[src/rtl/opto_seq_pkg.sv]
// Shared types and constants for the opto pulse sequencer: state encoding,
// register map and command/status bit positions.
package opto_seq_pkg;

  typedef enum logic [1:0] {
    StIdle,
    StPulse,
    StGap
  } seq_state_e;

  localparam logic [1:0] REG_CMD   = 2'd0;
  localparam logic [1:0] REG_WIDTH = 2'd1;
  localparam logic [1:0] REG_GAP   = 2'd2;
  localparam logic [1:0] REG_STAT  = 2'd3;

  localparam int unsigned CMD_START_BIT = 4;
  localparam int unsigned CMD_ABORT_BIT = 5;
  localparam int unsigned STAT_CLR_BIT  = 0;
  localparam int unsigned STAT_BUSY_BIT = 2;
  localparam int unsigned STAT_DONE_BIT = 3;

  // Lowest set channel; callers only use the result when the mask is non-zero.
  function automatic logic [1:0] lowest_ch(input logic [3:0] m);
    if (m[0]) return 2'd0;
    else if (m[1]) return 2'd1;
    else if (m[2]) return 2'd2;
    else return 2'd3;
  endfunction

  function automatic logic [3:0] ch_onehot(input logic [1:0] ch);
    return 4'b0001 << ch;
  endfunction

endpackage

[src/rtl/opto_seq_timer.sv]
// Loadable down-counter shared by the PULSE and GAP phases; it stops at zero.
module opto_seq_timer #(
  parameter int unsigned TIMER_W = 16
) (
  input  logic               clk,
  input  logic               reset,
  input  logic               load,
  input  logic               en,
  input  logic [TIMER_W-1:0] load_value,
  output logic               zero
);

  logic [TIMER_W-1:0] count_q;

  always_ff @(posedge clk or posedge reset) begin
    if (reset) begin
      count_q <= '0;
    end else if (load) begin
      count_q <= load_value;
    end else if (en && !zero) begin
      count_q <= count_q - TIMER_W'(1);
    end
  end

  assign zero = (count_q == '0);

endmodule

[src/rtl/opto_pulse_sequencer.sv]
// Avalon-controlled sequencer that fires one opto channel at a time, in ascending
// channel order, with programmable pulse width and inter-pulse gap.
module opto_pulse_sequencer #(
  parameter int unsigned TIMER_W = 16
) (
  input  logic               clk,
  input  logic               reset,
  input  logic [1:0]         address,
  input  logic               chipselect,
  input  logic               write_n,
  input  logic [TIMER_W-1:0] writedata,
  output logic [TIMER_W-1:0] readdata,
  output logic [3:0]         out_port,
  output logic               irq
);

  import opto_seq_pkg::*;

  seq_state_e         state_q, state_d;
  logic [3:0]         mask_q;
  logic [3:0]         work_mask_q, work_mask_d;
  logic [3:0]         out_q, out_d;
  logic [TIMER_W-1:0] width_q, gap_q;
  logic [TIMER_W-1:0] work_width_q, work_width_d;
  logic [TIMER_W-1:0] work_gap_q, work_gap_d;
  logic [TIMER_W-1:0] width_m1, timer_value;
  logic [1:0]         cur_ch_q, cur_ch_d;
  logic [1:0]         start_ch, next_ch;
  logic               done_q, done_d;
  logic               timer_load, timer_en, timer_zero;
  logic               wr, cmd_wr, start, abort, busy;

  assign wr     = chipselect && !write_n;
  assign cmd_wr = wr && (address == REG_CMD);
  assign start  = cmd_wr && writedata[CMD_START_BIT];
  assign abort  = cmd_wr && writedata[CMD_ABORT_BIT];
  assign busy   = (state_q != StIdle);

  // Timer holds cycles-remaining-minus-one, so width 0 and width 1 both give one cycle.
  assign width_m1 = (width_q == '0) ? '0 : width_q - TIMER_W'(1);
  assign start_ch = lowest_ch(writedata[3:0]);
  assign next_ch  = lowest_ch(work_mask_q);

  always_ff @(posedge clk or posedge reset) begin
    if (reset) begin
      mask_q  <= '0;
      width_q <= TIMER_W'(1);
      gap_q   <= '0;
    end else if (wr) begin
      case (address)
        REG_CMD:   if (!busy) mask_q <= writedata[3:0];
        REG_WIDTH: width_q <= writedata;
        REG_GAP:   gap_q <= writedata;
        default: ;
      endcase
    end
  end

  always_comb begin
    state_d      = state_q;
    out_d        = out_q;
    work_mask_d  = work_mask_q;
    work_width_d = work_width_q;
    work_gap_d   = work_gap_q;
    cur_ch_d     = cur_ch_q;
    done_d       = done_q;
    timer_load   = 1'b0;
    timer_en     = 1'b0;
    timer_value  = '0;

    // Clear first so any set below takes priority in the same cycle.
    if (wr && (address == REG_STAT) && writedata[STAT_CLR_BIT]) begin
      done_d = 1'b0;
    end

    if (abort) begin
      state_d = StIdle;
      out_d   = '0;
    end else begin
      case (state_q)
        StIdle: begin
          if (start) begin
            if (writedata[3:0] == 4'd0) begin
              done_d = 1'b1;
            end else begin
              state_d      = StPulse;
              cur_ch_d     = start_ch;
              out_d        = ch_onehot(start_ch);
              work_mask_d  = writedata[3:0] & ~ch_onehot(start_ch);
              work_width_d = width_m1;
              work_gap_d   = gap_q;
              timer_load   = 1'b1;
              timer_value  = width_m1;
            end
          end
        end
        StPulse: begin
          if (!timer_zero) begin
            timer_en = 1'b1;
          end else if (work_mask_q == 4'd0) begin
            state_d = StIdle;
            out_d   = '0;
            done_d  = 1'b1;
          end else if (work_gap_q == '0) begin
            state_d     = StPulse;
            cur_ch_d    = next_ch;
            out_d       = ch_onehot(next_ch);
            work_mask_d = work_mask_q & ~ch_onehot(next_ch);
            timer_load  = 1'b1;
            timer_value = work_width_q;
          end else begin
            state_d     = StGap;
            out_d       = '0;
            timer_load  = 1'b1;
            timer_value = work_gap_q - TIMER_W'(1);
          end
        end
        StGap: begin
          if (!timer_zero) begin
            timer_en = 1'b1;
          end else begin
            state_d     = StPulse;
            cur_ch_d    = next_ch;
            out_d       = ch_onehot(next_ch);
            work_mask_d = work_mask_q & ~ch_onehot(next_ch);
            timer_load  = 1'b1;
            timer_value = work_width_q;
          end
        end
        default: begin
          state_d = StIdle;
          out_d   = '0;
        end
      endcase
    end
  end

  always_ff @(posedge clk or posedge reset) begin
    if (reset) begin
      state_q      <= StIdle;
      out_q        <= '0;
      work_mask_q  <= '0;
      work_width_q <= '0;
      work_gap_q   <= '0;
      cur_ch_q     <= '0;
      done_q       <= 1'b0;
    end else begin
      state_q      <= state_d;
      out_q        <= out_d;
      work_mask_q  <= work_mask_d;
      work_width_q <= work_width_d;
      work_gap_q   <= work_gap_d;
      cur_ch_q     <= cur_ch_d;
      done_q       <= done_d;
    end
  end

  opto_seq_timer #(
    .TIMER_W(TIMER_W)
  ) u_timer (
    .clk        (clk),
    .reset      (reset),
    .load       (timer_load),
    .en         (timer_en),
    .load_value (timer_value),
    .zero       (timer_zero)
  );

  always_comb begin
    readdata = '0;
    case (address)
      REG_CMD:   readdata[3:0] = mask_q;
      REG_WIDTH: readdata = width_q;
      REG_GAP:   readdata = gap_q;
      REG_STAT: begin
        readdata[1:0]          = cur_ch_q;
        readdata[STAT_BUSY_BIT] = busy;
        readdata[STAT_DONE_BIT] = done_q;
      end
      default: ;
    endcase
  end

  assign out_port = out_q;
  assign irq      = done_q;

endmodule
[config.mk]
export PLATFORM = sky130hd
export DESIGN_NAME = opto_pulse_sequencer
export DESIGN_NICKNAME = d
export VERILOG_FILES = /design/src/rtl/opto_seq_pkg.sv /design/src/rtl/opto_seq_timer.sv /design/src/rtl/opto_pulse_sequencer.sv
export SDC_FILE = /design/constraint.sdc
export NUM_CORES = 1
export LEC_CHECK = 0
export ABC_AREA = 1
export BUFFER_PORTS_ARGS = -buffer_cell sky130_fd_sc_hd__buf_2
export CORE_MARGIN = 2
export CORE_UTILIZATION = 45
export CTS_BUF_LIST = sky130_fd_sc_hd__clkbuf_8
export DETAILED_ROUTE_END_ITERATION = 10
export GPL_ROUTABILITY_DRIVEN = 1
export SLEW_MARGIN = 40
export SYNTH_ARGS = -nofsm -noshare
export SYNTH_HDL_FRONTEND = slang
export SYNTH_HIERARCHICAL = 1
export SYNTH_SLANG_ARGS = --single-unit
[constraint.sdc]
create_clock -name clk -period 3.7 [get_ports clk]
set_input_delay 0.74 -clock clk [delete_from_list [all_inputs] [get_ports clk]]
set_output_delay 0.74 -clock clk [all_outputs]
set_load 0.005 [all_outputs]
==> results.yml <==
placed_design:
  hpwlAfterDp_mm: 13.3
  dpl.cell_count: 1129
  placed_cell_area_sq_um: 6830
  port_buffers: 42
  globalplace.congestion: 0.949
cts:
  cts_tree: "yes"
  cts.repair.resized: 0
  hold_buffers: 0
  clock-sinks: 97
  htree_num_levels: 3
  path_clk_slew_ns: 0.11
  cts_root_buf: "clkbuf_8"
  clock_path_buffers: 2
  cts_made_buffers: 9
  post_cts.repair.setup_buffers: 0
  clk_latency_ns: 0.40
floorplan:
  die_h_um: 124
  dieArea_sq_um: 15400
  rows: 43
  floorplan.core_area_sq_um: 14000
  ios: 43
  die_x_um: 124
  initial_utilization_pct: 46.4
timing:
  min_period_over_period_pct: 80.5
  skew_ns: 0.0131
  drv_slew: 0
  rsz0062_at_grt: "no"
  setup_viol: 0
  min_period_ns: 2.98
  timing.fmax_mhz: 336
  hold_viol_final: 0
  worstMarginPinSlew_ns: 0.719
  slew_headroom_pct: 52.1
  fin_setup_tns_ns: 0
worst_setup_path:
  required_ns: 3.98
  cp-start-kind: "flip-flop"
  cp.arrival_ns: 3.26
  critPathMaxFanout: 9
  end_kind: "flip-flop"
  path_class: "reg2reg"
power_and_ir_drop:
  comb_power_share_pct: 43.3
  seqPwrFrac_pct: 40.9
  switching_share_pct: 46.7
  p_per_area_nw_per_um2: 620
  fin_total_pwr_mw: 4.35
  p_leak_nw: 3.52
  clock_power_share_pct: 15.9
  peakVddDrop_mv: 0.276
  internal_power_mw: 2.32
  p_sw_mw: 2.03
logic_synthesis:
  synth_seq_area_share_pct: 37.4
  ys_ff_latch: 97
  synth_top_area_share_pct: 37.0
  synth_top_area_cell: "dfrtp_1"
  synthArstFlopShare_pct: 100
  synth_most_common_cell: "nand2_1"
  yosys_warnings: 6
  synth_edf_count: 0
  syn_inst: 923
  syn_nets: 958
  synth_area_sq_um: 6490
  avgSynthCellArea_sq_um: 7.04
  yosys-top-cells-area: "dfrtp_1, nand2_1, inv_1, nor2_1, nand3_1"
  synthTopCellsByCount: "nand2_1, inv_1, nor2_1"
  synthFlopType: "dfrtp_1"
  synth_cell_types: 47
route:
  wl_per_cell_um: 15.0
  drt_iter0_markers: 384
  drt-total-wl_mm: 17.2
  drcViolationCount: 0
  firstDrtPassIters: 6
  num_vias: 5873
  viasPerCell: 5.13
  ant_nets: 0
global_route:
  grt_max_degree: 63
  grt_pass1_vias: 5578
  grt_pass1_wl_mm: 28.7
  grt_usage_pct: 24.3
  global_route.overflow_total: 0
  antenna_found_initial: 0
min_path:
  holdCritPathClass: "in2async"
final_layout:
  drive_above_1_share_pct: 14.8
  area.growth.synth_to_final_pct: 7.92
  final_area_sq_um: 7010
  antenna_cells: 0
  fin_cells: 1145
  nets: 995
run:
  maxCapViolations: 0
outcome:
  outcome: "complete, no violations"
-- metrics by stage --
| stage | utilization (%) | setup slack [ns] | hold slack, ns |
|---|---|---|---|
| detailed placement | 48.8 | 0.767 | 0.461 |
| finish | 50.1 | 0.722 | 0.408 |
| global route | 50.1 | 0.359 | 0.465 |
| global placement | 48.8 | 0.837 | 0.461 |
| floorplan | - | 0.882 | 0.449 |
| CTS | 50.1 | 0.736 | 0.419 |
-- routing by layer --
layer  wire length, um  track usage [%]
met5                 0                0
met4               506             10.1
met3               731             3.21
met2              7690             37.8
met1              8270             34.2
-- worst max-delay path, cell delays in order, from the launching register on --
cell and delay (ns):
dfrtp_1 0.40, inv_1 0.09, ha_1 0.22, nand2_2 0.12, nor2_2 0.20, nand3b_1 0.14, nor3_1 0.34, nand2_1 0.20
nor2_1 0.30, nor2_1 0.07, a21oi_1 0.22, inv_2 0.14, or2_2 0.29, nand3_1 0.08, o21ai_1 0.06
-- layout by cell type, fill, tap and decap left out, types with 2 or more instances in the layout --
master	netlist	layout
a21boi_0	2	2
a21oi_1	39	39
a21oi_2	4	4
buf_2	2	42
buf_4	2	7
clkbuf_8	0	9
clkinv_2	0	2
clkinv_4	2	3
dfrtp_1	96	96
ha_1	13	13
inv_1	107	106
inv_2	3	3
inv_6	0	5
nand2_1	268	268
nand2_2	7	7
nand2_4	5	5
nand3_1	72	72
nand3_2	5	5
nand3b_1	2	2
nand4_1	10	10
nor2_1	101	101
nor2_2	13	13
nor2_4	9	9
nor3_1	7	7
nor3_2	3	3
o211ai_1	3	3
o21a_1	3	3
o21ai_0	52	52
o21ai_1	15	15
o21ai_2	17	17
o21bai_1	4	4
o221ai_1	2	2
o22ai_1	2	2
or2_2	5	5
xnor2_1	2	2
xor2_1	15	15
-- sequential cells by signal, summed over array words and instances, names as in the netlist --
signal           cells
out_port             4
cur_ch_q             2
width_q             16
u_timer/count_q     16
irq                  1
work_gap_q          16
mask_q               4
state_q              2
work_width_q        16
work_mask_q          4
gap_q               16
-- power groups by stage --
stage / logic (mW) / registers [mW] / clock network [mW]
after floorplan: 1.47 / 1.68 / 0
after global placement: 1.87 / 1.79 / 0
after detailed placement: 1.88 / 1.79 / 0
after CTS: 1.89 / 1.77 / 0.711
after global routing: 2.14 / 1.83 / 0.754
final: 1.88 / 1.78 / 0.689
-- cell type report --
class,count,area (sq um)
Clock buffer,9,124
Clock inverter,7,57.6
Fill cell,1442,6980
Inverter,114,442
Multi-Input combinational cell,689,3470
Sequential cell,97,2430
Tap cell,180,225
Timing Repair Buffer,49,263
-- final timing paths --
kind / startpoint / end / slack (ns) / depth (start not counted)
setup / recovery: u_timer/count_q[0] / u_timer/count_q[9] / 0.72 / 14
setup reg to reg: u_timer/count_q[0] / u_timer/count_q[9] / 0.72 / 14
max in group asynchronous: reset / work_width_q[9] / 2.43 / 3
hold / removal: reset / out_port[1] / 0.41 / 2
hold reg to reg: out_port[2] / out_port[2] / 0.48 / 2
min in group clk: out_port[2] / out_port[2] / 0.48 / 2
-- logic make-up after synthesis --
| group | count (synthesis) | share of synthesized area (%) |
|---|---|---|
| adders and majority gates | 13 | 2.50 |
| xor gates and xnor gates | 17 | 2.29 |
| DFF | 97 | 37.4 |
| buffers and inverters | 137 | 9.19 |
| AOI/OAI and AO/OA | 147 | 13.4 |
| and+or+nand+nor | 512 | 35.2 |
(Power assumes the default switching activity.)
